$ cat config.mk
export PLATFORM = sky130hd
export DESIGN_NAME = mcam_viol_handler
export DESIGN_NICKNAME = d
export VERILOG_FILES = /design/src/rtl/mcam_viol_handler.sv
export SDC_FILE = /design/constraint.sdc
export NUM_CORES = 1
export LEC_CHECK = 0
export ABC_CLOCK_PERIOD_IN_PS = 3900
export BUFFER_PORTS_ARGS = -buffer_cell sky130_fd_sc_hd__buf_2
export CORE_AREA = 2 2 57 112
export CTS_BUF_LIST = sky130_fd_sc_hd__clkbuf_16
export CTS_CLUSTER_SIZE = 40
export DETAILED_ROUTE_END_ITERATION = 7
export DIE_AREA = 0 0 59 114
export PLACE_DENSITY = 0.78
export SYNTH_ARGS = -nofsm -noshare
export SYNTH_HDL_FRONTEND = slang
export SYNTH_SLANG_ARGS = --single-unit
export TNS_END_PERCENT = 5
$ cat constraint.sdc
create_clock -name mclk -period 3.9 [get_ports mclk]
set_input_delay 0.39 -clock mclk [delete_from_list [all_inputs] [get_ports mclk]]
set_output_delay 0.39 -clock mclk [all_outputs]
set_load 0.005 [all_outputs]
$ cat src/rtl/mcam_viol_handler.sv
// Memory-protection violation responder: latches the first violation of a burst,
// holds the device in reset and zero-fills the safe region before releasing it.
module mcam_viol_handler #(
  parameter int SIZE_MEM_ADDR = 15,
  parameter int LOW_SAFE      = 200,
  parameter int HIGH_SAFE     = 200,
  parameter int RST_CYCLES    = 4,
  parameter int CNT_WIDTH     = 8
) (
  input  logic                   mclk,
  input  logic                   reset_n,
  input  logic                   viol,
  input  logic [SIZE_MEM_ADDR:0] viol_addr,
  input  logic [15:0]            viol_pc,
  input  logic                   disable_debug,
  input  logic                   wipe_ack,
  output logic                   dev_reset,
  output logic                   wipe_req,
  output logic [SIZE_MEM_ADDR:0] wipe_addr,
  output logic [15:0]            wipe_data,
  output logic                   busy,
  output logic [CNT_WIDTH-1:0]   viol_count,
  output logic [SIZE_MEM_ADDR:0] last_viol_addr,
  output logic [15:0]            last_viol_pc
);

  localparam int AW = SIZE_MEM_ADDR + 1;
  localparam int HW = (RST_CYCLES > 1) ? $clog2(RST_CYCLES) : 1;

  localparam logic [AW-1:0] LOW_A     = AW'(LOW_SAFE);
  localparam logic [AW-1:0] HIGH_A    = AW'(HIGH_SAFE);
  localparam logic [HW-1:0] HOLD_LOAD = HW'(RST_CYCLES - 1);

  typedef enum logic [1:0] {IDLE, HOLD, WIPE, DONE} state_t;

  state_t          state;
  logic [HW-1:0]   hold_cnt;

  assign wipe_data = '0;

  // NOTE: all state and registered outputs use non-blocking assignments so every
  // register samples pre-edge values, independent of statement order.
  always_ff @(posedge mclk or negedge reset_n) begin
    if (!reset_n) begin
      state          <= IDLE;
      hold_cnt       <= '0;
      dev_reset      <= 1'b0;
      busy           <= 1'b0;
      wipe_req       <= 1'b0;
      wipe_addr      <= LOW_A;
      viol_count     <= '0;
      last_viol_addr <= '0;
      last_viol_pc   <= '0;
    end else begin
      case (state)
        IDLE: begin
          if (viol && !disable_debug) begin
            state          <= HOLD;
            hold_cnt       <= HOLD_LOAD;
            dev_reset      <= 1'b1;
            busy           <= 1'b1;
            last_viol_addr <= viol_addr;
            last_viol_pc   <= viol_pc;
            if (viol_count != '1)
              viol_count <= viol_count + CNT_WIDTH'(1);
          end
        end
        HOLD: begin
          if (hold_cnt == '0) begin
            state     <= WIPE;
            wipe_req  <= 1'b1;
            wipe_addr <= LOW_A;
          end else begin
            hold_cnt <= hold_cnt - HW'(1);
          end
        end
        WIPE: begin
          // Address and request hold steady until the arbiter accepts the write.
          if (wipe_ack) begin
            if (wipe_addr == HIGH_A) begin
              state     <= DONE;
              wipe_req  <= 1'b0;
              wipe_addr <= LOW_A;
            end else begin
              wipe_addr <= wipe_addr + AW'(1);
            end
          end
        end
        DONE: begin
          state     <= IDLE;
          dev_reset <= 1'b0;
          busy      <= 1'b0;
        end
        default: state <= IDLE;
      endcase
    end
  end

endmodule
# == Yosys cells after proc, flatten, opt, wreduce, memory -nomap -nowiden ==
# Index checks and enable logic that the tools add are counted.
# op_classes
mux,18
n_eq_ne,10
n_reduce_logical,14
add_sub_neg,3
# ops
operator,count
$mux 16,3
$pmux 16 s2,1
$add 16x1->16 const B,1
$eq 16x8->1 const B,1
$mux 2,6
$ne 2x2->1 const B,5
$reduce_and 3->1,3
$add 8x1->8 const B,1
$ne 8x8->1 const B,1
$pmux 2 s4,1
$reduce_and 4->1,2
$reduce_bool 2->1,3
$eq 2x2->1 const B,2
$logic_not 2->1,2
$mux 1,4
$pmux 1 s2,2
$pmux 2 s2,1
$reduce_and 2->1,2
$eq 2x1->1 const B,1
$sub 2x1->2 const B,1
$logic_and 1x1->1,1
$logic_not 1->1,1
# word_totals
regBits,62
word_cells,53

# == Logic depth before layout (Yosys ltp) ==
# depth
word_depth,4
mapped_depth,7
depth_no_buf,6

# == Least setup slack after synthesis ==
# OpenSTA, ideal clock, no wires.
# synth_path
kind,reg-to-reg
startpoint,register state[0]
endpoint,register wipe_addr[13]
synth_period_minus_slack_ps,2191
stages_incl_launch_ff,8
arrival_time_ps,2111
setup_ps,79
n_path_buf,1
path_slack_ps,1709
t_required_ps,3821
path_cell_list,dfrtp_1 -> inv_1 -> ha_1 -> nor2b_4 -> or4_4 -> buf_6 -> or4_1 -> a21oi_1
# synth_via
elab_chain_cells,3
# synth_rtl
item,line_no,source
from (decl),36,state_t state;
from (signal assigned),45,state <= IDLE;
from (signal assigned),58,state <= HOLD;
from (signal assigned),70,state <= WIPE;
$eq 2x1->1 / $eq 2x2->1 (equally long branches),55,case (state)
$ne 2x2->1 (no line) / $reduce_bool 2->1 (equally long branches),n/a,
$reduce_and 3->1 (no line),n/a,
to (signal assigned),85,wipe_addr <= wipe_addr + AW'(1);
to (decl),19,"output logic [SIZE_MEM_ADDR:0] wipe_addr,"
# Parallel ways exist; a longest one is shown, timed or not.
# A chain may end at the register's enable or synchronous reset.

# == Final worst setup path ==
# layout_path
startpoint,register state[0]
endpoint,register wipe_addr[15]
# Same word-level chain as after synthesis.

==> impl_metrics.toml <==
[outcome]
status = "completed"

[sta]
max_freq_ghz = 0.435
slew_viol_final = 0
relSlewSlack_pct = 49.6
rsz0062_at_grt = "false"
hold_slack_ps = 73.8
fin_crit_sh_pct = 59.0
finalHoldViolCount = 0
worst_slew_pin_slew_ps = 755
fin_setup_tns_ps = 0
setup_violations = 0
period_needed_ps = 2300
clock_skew_ps = 4.20

[yosys]
synth_flop_cell = "dfrtp_1"
synth_cell_types = 43
synthCells = 321
ys_seq_area_share_pct = 52.0
ys_async_sr_fraction_pct = 100
synthTopCellsByArea = "dfrtp_1, nand2_1, buf_4"
synth_area_um2 = 2990
synth-seq-cells = 62
synth_edf_count = 0
synth_area_per_cell_um2 = 9.32
synth.top_cell.area_share_pct = 49.4
yosys.area.top_type = "dfrtp_1"
ys_warn_count = 0

[cts]
cts_setup_buffers = 0
cts_tree = "built"
ctsResizeCount = 0
clkSlewWorstSetupHoldPaths_ps = 50
clock-root-buffer = "clkbuf_16"
cts_hold_buffers = 0
numCtsBuffers = 9
cts_max_level = 3
worst_skew_pair.late_latency_ps = 320
cts_sinks = 62
cts_buffer_depth = 2

[detailed_routing]
drt-pass1-iter-count = 4
wl_per_cell_um = 12.9
via_per_inst = 5.20
route.detailed.drc = 0
drtAntennaViolNets = 0
num_vias = 2537
drt_wl_total_mm = 6.29
drt_iter0_drc = 130

[place]
place_area_um2 = 3470
numPortBuffers = 95
gp_congestion = 0.818
dp_cells = 473
dp_hpwl_mm = 4.54

[worst_setup_path]
endpoint_kind = "register"
crit_required_ps = 4130
cp_max_fo = 13
cp.arrival_ps = 2530
crit_type = "register to register"
worstSetupStartpointType = "register"
critPathLaunch = "state[0]$_DFFE_PN0P_"
rr_startpoint = "state[0]$_DFFE_PN0P_"

[floorplanning]
core_um2 = 5910
row_count = 40
dieArea_um2 = 6730
die_width_um = 59
start_util_pct = 50.7
ios = 112
die_h_um = 114

[final_layout]
drive_above_1_share_pct = 28.5
final-seq-area_um2 = 1560
multi_input_area_um2 = 1290
antennaDiodeCount = 0
synthToLayoutAreaGrowth_pct = 24.3
finalInstanceArea_um2 = 3720
layout_common_cells = "nand2_1, buf_2, dfrtp_1, a21oi_1, conb_1"
mostFrequentLayoutCell = "nand2_1"
final_cells = 488
finalNetCount = 466
n_fill_cell = 499

[global_routing]
overflow = 0
grt_pass1_wl_mm = 10.3
antenna_found_initial = 0
grt_max_degree = 36
grt_pass1_vias = 2328
grt_use_total_pct = 20.2

[flow_run]
maxCapViolCount = 0

[worst_hold_path]
hold_class = "input port to asynchronous set/reset pin"

[power]
ir_worst_vdd_v = 0.000374
powerDensity_nw_per_um2 = 643
leakagePower_nw = 1.99
-- registers in the layout, indices dropped and copies added, names as in the netlist --
signal,flops
viol_count,8
last_viol_pc,16
hold_cnt,2
wipe_req,1
wipe_addr,16
state,2
busy,1
last_viol_addr,16
-- power by group --
part	leakage [nW]	internal [mW]	switching, mW	total (mW)
clock network	0.140	0.412	0.247	0.660
registers	0.787	0.850	0.120	0.970
logic	1.06	0.344	0.420	0.764
total	1.99	1.61	0.788	2.39
-- worst paths after layout --
path                                                  to  slack (ps)  cells past startpoint
min in group mclk            last_viol_pc[0]$_DFFE_PN0P_         260                      3
max reg2reg                    wipe_addr[15]$_DFFE_PN0P_        1600                      6
min                             wipe_addr[0]$_DFFE_PN0P_          70                      1
max in group asynchronous       wipe_addr[6]$_DFFE_PN1P_        2940                      2
max                            wipe_addr[15]$_DFFE_PN0P_        1600                      6
min reg2reg                last_viol_addr[5]$_DFFE_PN0P_         470                      2
-- kinds of logic (layout without fill, tap and decap cells) --
kind of cell    count (synthesis)  count (layout)  synth area share [%]
xor+xnor                        5               5                  1.46
fa+ha+maj                       8               8                  3.35
buf+inv                        35             124                  6.78
flops                          62              62                  52.0
simple gates                  160             160                  24.8
compound gates                 47              47                  10.4
other cells                     1              16                 0.125
mux                             3               3                  1.13
-- Yosys cell counts, types with 7 or more instances --
cell / number
a21oi_1: 16
inv_1: 10
nand2_1: 108
nor2_1: 7
o21ai_0: 7
or4_1: 8
nand3_1: 11
ha_1: 8
dfrtp_1: 59
clkbuf_1: 7
buf_4: 17
o31ai_1: 8
-- layer usage --
layer  track usage [%]  wire, um  vias up
li1                  -         -     1264
met1              25.7      2840     1174
met2              30.6      2950       86
met3              5.10       353       13
met4              11.4       142        0
met5                 0         0        -
-- final cells by class --
type                    count  area share (%)
clock buffers               9            6.05
repair buffers             99            13.6
well taps                  63            2.12
inverters                  10            1.01
flip-flops and latches     62            41.8
multi-input cells         239            34.7
clock inverters             6           0.673
-- worst max-delay path, stage by stage, from the launching register on --
cell and delay [ps]:
dfrtp_1 370, inv_1 80, ha_1 260, nor2b_4 160, or4_4 620, or4_1 540
a21oi_1 180
-- per-stage QoR --
step	setup WS, ps	power [mW]	util (%)
5_1_grt	1390	2.58	63.0
2_1_floorplan	1710	1.44	-
3_3_place_gp	1670	1.73	58.8
4_1_cts	1620	2.43	63.0
3_5_place_dp	1630	1.75	58.8
6_report	1600	2.39	63.0
(Power assumes the default switching activity.)
